===== config.mk =====
export PLATFORM = sky130hd
export DESIGN_NAME = byte_receiver_flat
export DESIGN_NICKNAME = d
export VERILOG_FILES = /design/src/rtl/byte_pkg.sv /design/src/rtl/byte_receiver_if.sv /design/src/rtl/byte_hold_reg.sv /design/src/rtl/byte_receiver.sv /design/src/flat_wrapper.sv
export SDC_FILE = /design/constraint.sdc
export NUM_CORES = 1
export LEC_CHECK = 0
export CORE_MARGIN = 5
export CORE_UTILIZATION = 42
export DETAILED_ROUTE_END_ITERATION = 8
export PLACE_DENSITY = 0.64
export SLEW_MARGIN = 20
export SYNTH_ARGS = -nofsm -noshare
export SYNTH_HDL_FRONTEND = slang
export SYNTH_SLANG_ARGS = --single-unit

===== constraint.sdc =====
create_clock -name clk -period 4.6 [get_ports clk]
set_clock_uncertainty 0.05 [all_clocks]
set_input_delay 0.46 -clock clk [delete_from_list [all_inputs] [get_ports clk]]
set_output_delay 0.46 -clock clk [all_outputs]
set_load 0.05 [all_outputs]

===== src/rtl/byte_pkg.sv =====
// byte_pkg: widths and byte type shared by the byte transmitter and receiver
package byte_pkg;
    localparam int BYTE_WIDTH = 8;
    localparam int BIT_CNT_W = 3;
    typedef logic [BYTE_WIDTH-1:0] byte_t;
    typedef logic [BIT_CNT_W-1:0] cnt_t;
endpackage


===== src/rtl/byte_receiver_if.sv =====
// byte_receiver_if: valid/ready byte stream from the receiver to the hasher core
interface byte_receiver_if;
    import byte_pkg::*;
    byte_t data;
    logic valid;
    logic ready;
    modport master(output data, output valid, input ready);
    modport slave(input data, input valid, output ready);
endinterface


===== src/rtl/byte_hold_reg.sv =====
// byte_hold_reg: one-deep valid/ready holding register; drop flags a load refused while full
module byte_hold_reg
    import byte_pkg::*;
(
    input  logic  clk,
    input  logic  reset,
    input  logic  load_i,
    input  byte_t data_i,
    input  logic  pop_i,
    output byte_t data_o,
    output logic  valid_o,
    output logic  drop_o
);
    byte_t hold_q, hold_d;
    logic  full_q, full_d;

    assign drop_o  = load_i & full_q & ~pop_i;
    assign data_o  = hold_q;
    assign valid_o = full_q;

    // a load wins over a pop in the same cycle; a pop with no load empties the register
    always_comb begin
        hold_d = hold_q;
        full_d = full_q;
        if (load_i && (!full_q || pop_i)) begin
            hold_d = data_i;
            full_d = 1'b1;
        end else if (full_q && pop_i) begin
            full_d = 1'b0;
        end
    end

    // holding register state
    always_ff @(posedge clk) begin
        if (reset) begin
            hold_q <= '0;
            full_q <= 1'b0;
        end else begin
            hold_q <= hold_d;
            full_q <= full_d;
        end
    end
endmodule


===== src/rtl/byte_receiver.sv =====
// byte_receiver: serial-to-parallel byte assembler; BYTE_RECEIVER_OVERRUN_EN enables the sticky overrun flag
module byte_receiver
    import byte_pkg::*;
#(
    parameter bit LSB_FIRST = 1'b1
) (
    input  logic clk,
    input  logic reset,
    input  logic enable_i,
    input  logic in_i,
    output logic busy_o,
    output logic overrun_o,
    input  logic overrun_clear_i,
    byte_receiver_if.master out_if
);
    byte_t sr_q, sr_d;
    cnt_t  cnt_q, cnt_d;
    cnt_t  idx;
    logic  complete;
    logic  drop;
    logic  valid;
    byte_t data;

    assign idx      = LSB_FIRST ? cnt_q : cnt_t'(BYTE_WIDTH - 1) - cnt_q;
    assign complete = enable_i && (cnt_q == '1);
    assign busy_o   = (cnt_q != '0);

    // merge the sampled bit and advance the counter; enable low abandons the partial byte
    always_comb begin
        sr_d  = sr_q;
        cnt_d = '0;
        if (enable_i) begin
            sr_d[idx] = in_i;
            cnt_d     = cnt_q + 1'b1;
        end
    end

    // shift register and bit counter
    always_ff @(posedge clk) begin
        if (reset) begin
            sr_q  <= '0;
            cnt_q <= '0;
        end else begin
            sr_q  <= sr_d;
            cnt_q <= cnt_d;
        end
    end

    byte_hold_reg u_hold (
        .clk    (clk),
        .reset  (reset),
        .load_i (complete),
        .data_i (sr_d),
        .pop_i  (out_if.ready),
        .data_o (data),
        .valid_o(valid),
        .drop_o (drop)
    );

    assign out_if.data  = data;
    assign out_if.valid = valid;

`ifdef BYTE_RECEIVER_OVERRUN_EN
    logic ovr_q;

    // sticky overrun; a new drop outranks a simultaneous clear
    always_ff @(posedge clk) begin
        if (reset) ovr_q <= 1'b0;
        else ovr_q <= drop | (ovr_q & ~overrun_clear_i);
    end

    assign overrun_o = ovr_q;
`else
    logic unused_ovr;
    assign unused_ovr = drop ^ overrun_clear_i;
    assign overrun_o  = 1'b0;
`endif
endmodule


===== src/flat_wrapper.sv =====
// flat-port wrapper written by rule: the top's interface ports become plain ports
module byte_receiver_flat import byte_pkg::*;
#(
    parameter bit LSB_FIRST = 1'b1
)
  (clk, reset, enable_i, in_i, busy_o, overrun_o, overrun_clear_i, out_if_data, out_if_valid, out_if_ready);
  byte_receiver_if out_if_i ();
  input  logic clk;
  input  logic reset;
  input  logic enable_i;
  input  logic in_i;
  output logic busy_o;
  output logic overrun_o;
  input  logic overrun_clear_i;
  output wire logic [$bits(out_if_i.data)-1:0] out_if_data;
  output wire logic [$bits(out_if_i.valid)-1:0] out_if_valid;
  input wire logic [$bits(out_if_i.ready)-1:0] out_if_ready;
  assign out_if_data = out_if_i.data;
  assign out_if_valid = out_if_i.valid;
  assign out_if_i.ready = out_if_ready;
  byte_receiver #(.LSB_FIRST(LSB_FIRST)) u_core (.clk(clk), .reset(reset), .enable_i(enable_i), .in_i(in_i), .busy_o(busy_o), .overrun_o(overrun_o), .overrun_clear_i(overrun_clear_i), .out_if(out_if_i));
endmodule

==> impl_metrics.toml <==
[status]
status = "finished clean"

[sta]
finalHoldViolations = 0
min_period_ps = 2520
fmax_mhz = 397
fin_crit_sh = 0.548
setup_violations = 0
finalSetupTns_ps = 0
worst_hold_slack_ps = 467
slew_headroom = 0.463
worstMarginPinSlew_ps = 803
slew_viol_final = 0
grt_setup_unrepaired = "false"

[die]
die_area_sq_mm = 0.00324
io_pins = 17
die_h_microns = 56.9
core_region_area_sq_mm = 0.00215
start_util = 0.430
die-width_microns = 56.9
num_rows = 17

[synth]
yosysWarningCount = 0
synth_fp_nets = 94
synth_fa_ha_area_frac = 0.0407
yosys.area.top_type = "dfxtp_1"
ys_seq_elements = 20
ys.flop_type = "dfxtp_1"
synth_compound_area_frac = 0.152
synth_top_family_by_area = "simple AND/OR/NAND/NOR gates"
postSynthAreaPerCell_sq_um = 10.9
netlist_top_cells_area = "dfxtp_1 (43%), a211oi_2 (9.5%), mux2i_1 (8.7%), a21oi_1 (4.9%), and4bb_1 (4.1%)"
synth_edf_count = 0
synth_mux_area_frac = 0.0867
synthCells = 85
yosysTopAreaCellShare = 0.434
yosys.area_share.xor_xnor = 0
syn-cell-area_sq_um = 923
async_reset_ff_frac = 0
synth_simple_gate_area_frac = 0.195
synth_cell_types = 23
ys_seq_area_frac = 0.434

[worst_setup_path]
worst_ep_required_time_ps = 4090
path_class = "flop to output port"
endpoint_kind = "output port"
critical_path.startpoint_type = "flop"
worstPathMaxFanout = 11
arrival_ps = 2010

[clock_tree]
cts_root_buffer = "clkbuf_4"
ctsHtreeMaxLevel = 1
cts_tree = "built"
cts_resized = 0
worst_skew_pair.late_latency_ps = 300
clock_sinks = 20
hold_buffers = 0
numCtsBuffers = 3
cts_buffer_depth = 2
path_clk_slew_ps = 110
post_cts_buffers = 0

[global_routing]
overflow = 0
grt_pass1_vias = 630
grtUsageTotal = 0.120
grt_pass1_wl_microns = 3020
antenna_found_initial = 0
grt_max_degree = 21

[power_and_ir_drop]
p_sw_mw = 0.0703
powerDensity_mw_per_mm2 = 285
comb_power_share = 0.073
power.internal_mw = 0.232
p_clk_frac = 0.339
ir_worst_vdd_mv = 0.197
netSwitchingFraction = 0.232
leakage_nw = 0.407
p_seq_frac = 0.588

[placed_design]
hpwlAfterDp_microns = 1110
dp_cells = 117
globalplace.congestion = 0.694
dpl_cell_area_sq_mm = 0.00102
numPortBuffers = 14

[worst_hold_path]
hp-class = "flop to flop"

[drt]
num_vias = 626
dr.pass1.iters = 2
post_drt_via_cell_ratio = 5.17
ant_nets = 0
routed_wl_microns = 1700
drc = 0
drt_iter0_markers = 6
wl_per_cell_microns = 14.1

[layout]
layout-drive-gt1-share = 0.140
final_nets = 103
num_antenna_cells = 0
finish.utilization = 0.494
final_area_sq_mm = 0.00106
area_growth_syn_to_layout_pct = 14.9
final_cells = 121

[job]
maxCapViolCount = 0
-- worst max-delay path, stage by stage, from the launching register on --
cell             delay [ps]
dfxtp_1                 580
inv_1                    80
ha_1                    200
nand2b_1                 60
clkdlybuf4s50_1         790
-- registers in the layout, summed over array words and instances (netlist names) --
signal                 flops
u_core.u_hold.valid_o      1
u_core.cnt_q               3
u_core.sr_q                8
u_core.u_hold.data_o       8
-- power by group through the flow --
stage	clock network (mW)	logic, mW	registers, mW
2_1_floorplan	0	0.0200	0.180
3_3_place_gp	0	0.0218	0.182
3_5_place_dp	0	0.0220	0.182
4_1_cts	0.106	0.0222	0.178
5_1_grt	0.114	0.0240	0.178
6_report	0.103	0.0220	0.178
-- metrics by stage --
stage / power (mW) / setup WS (ps)
floorplan: 0.200 / 3050
global placement: 0.203 / 2420
detailed placement: 0.204 / 2410
CTS: 0.306 / 2060
global route: 0.317 / 1980
finish: 0.303 / 2080
-- cell usage after synthesis (3+ instances only) --
cell      instances
buf_6             3
buf_4             3
nor2_1            8
dfxtp_1          20
nand4b_1          3
a21oi_1           9
a211oi_2          7
mux2i_1           8
and4bb_1          3
ha_1              3
-- cells by family after synthesis --
logic type               count (synthesis)
AND/OR/NAND/NOR                         24
flip-flops                              20
AO/OA/AOI/OAI                           17
buffers and inverters                   12
multiplexers                             8
adder cells (fa/ha/maj)                  3
other                                    1
-- placed cells by master (no fill, tap or decap) --
cell / count
nor2_1: 8
clkbuf_4: 3
conb_1: 1
a211oi_1: 1
mux2i_1: 8
clkbuf_8: 1
and2_1: 1
and3b_1: 2
nor4b_4: 1
clkdlybuf4s50_1: 14
nand4b_1: 3
and4bb_1: 3
a21oi_1: 9
and2_4: 1
nor3b_1: 1
nand2b_1: 2
nand2_1: 1
ha_1: 3
inv_1: 2
dfxtp_1: 20
nand4_1: 1
a211oi_2: 7
-- final timing paths --
path,from,endpoint,slack (ps),cells past startpoint
worst max-delay path,u_core.cnt_q[0],busy_o,2080,4
worst min-delay path,u_core.sr_q[2],u_core.sr_q[2],470,2
worst max register to register,u_core.cnt_q[0],u_core.u_hold.data_o[2],2720,5
worst min register to register,u_core.sr_q[2],u_core.sr_q[2],470,2
-- metal layers --
metal / routed length (microns) / global-route usage
met1: 809 / 0.145
met5: 0 / 0
met4: 13 / 0.0497
met2: 823 / 0.197
met3: 57 / 0.0322
-- area by class of cell --
type	count	area, sq um
clock buffers	4	36.3
fillers	207	1090
inverters	2	7.51
multi-input cells	53	442
flip-flops and latches	20	400
well taps	28	35.0
repair buffers	14	140
Power figures use the tool's default switching activity.
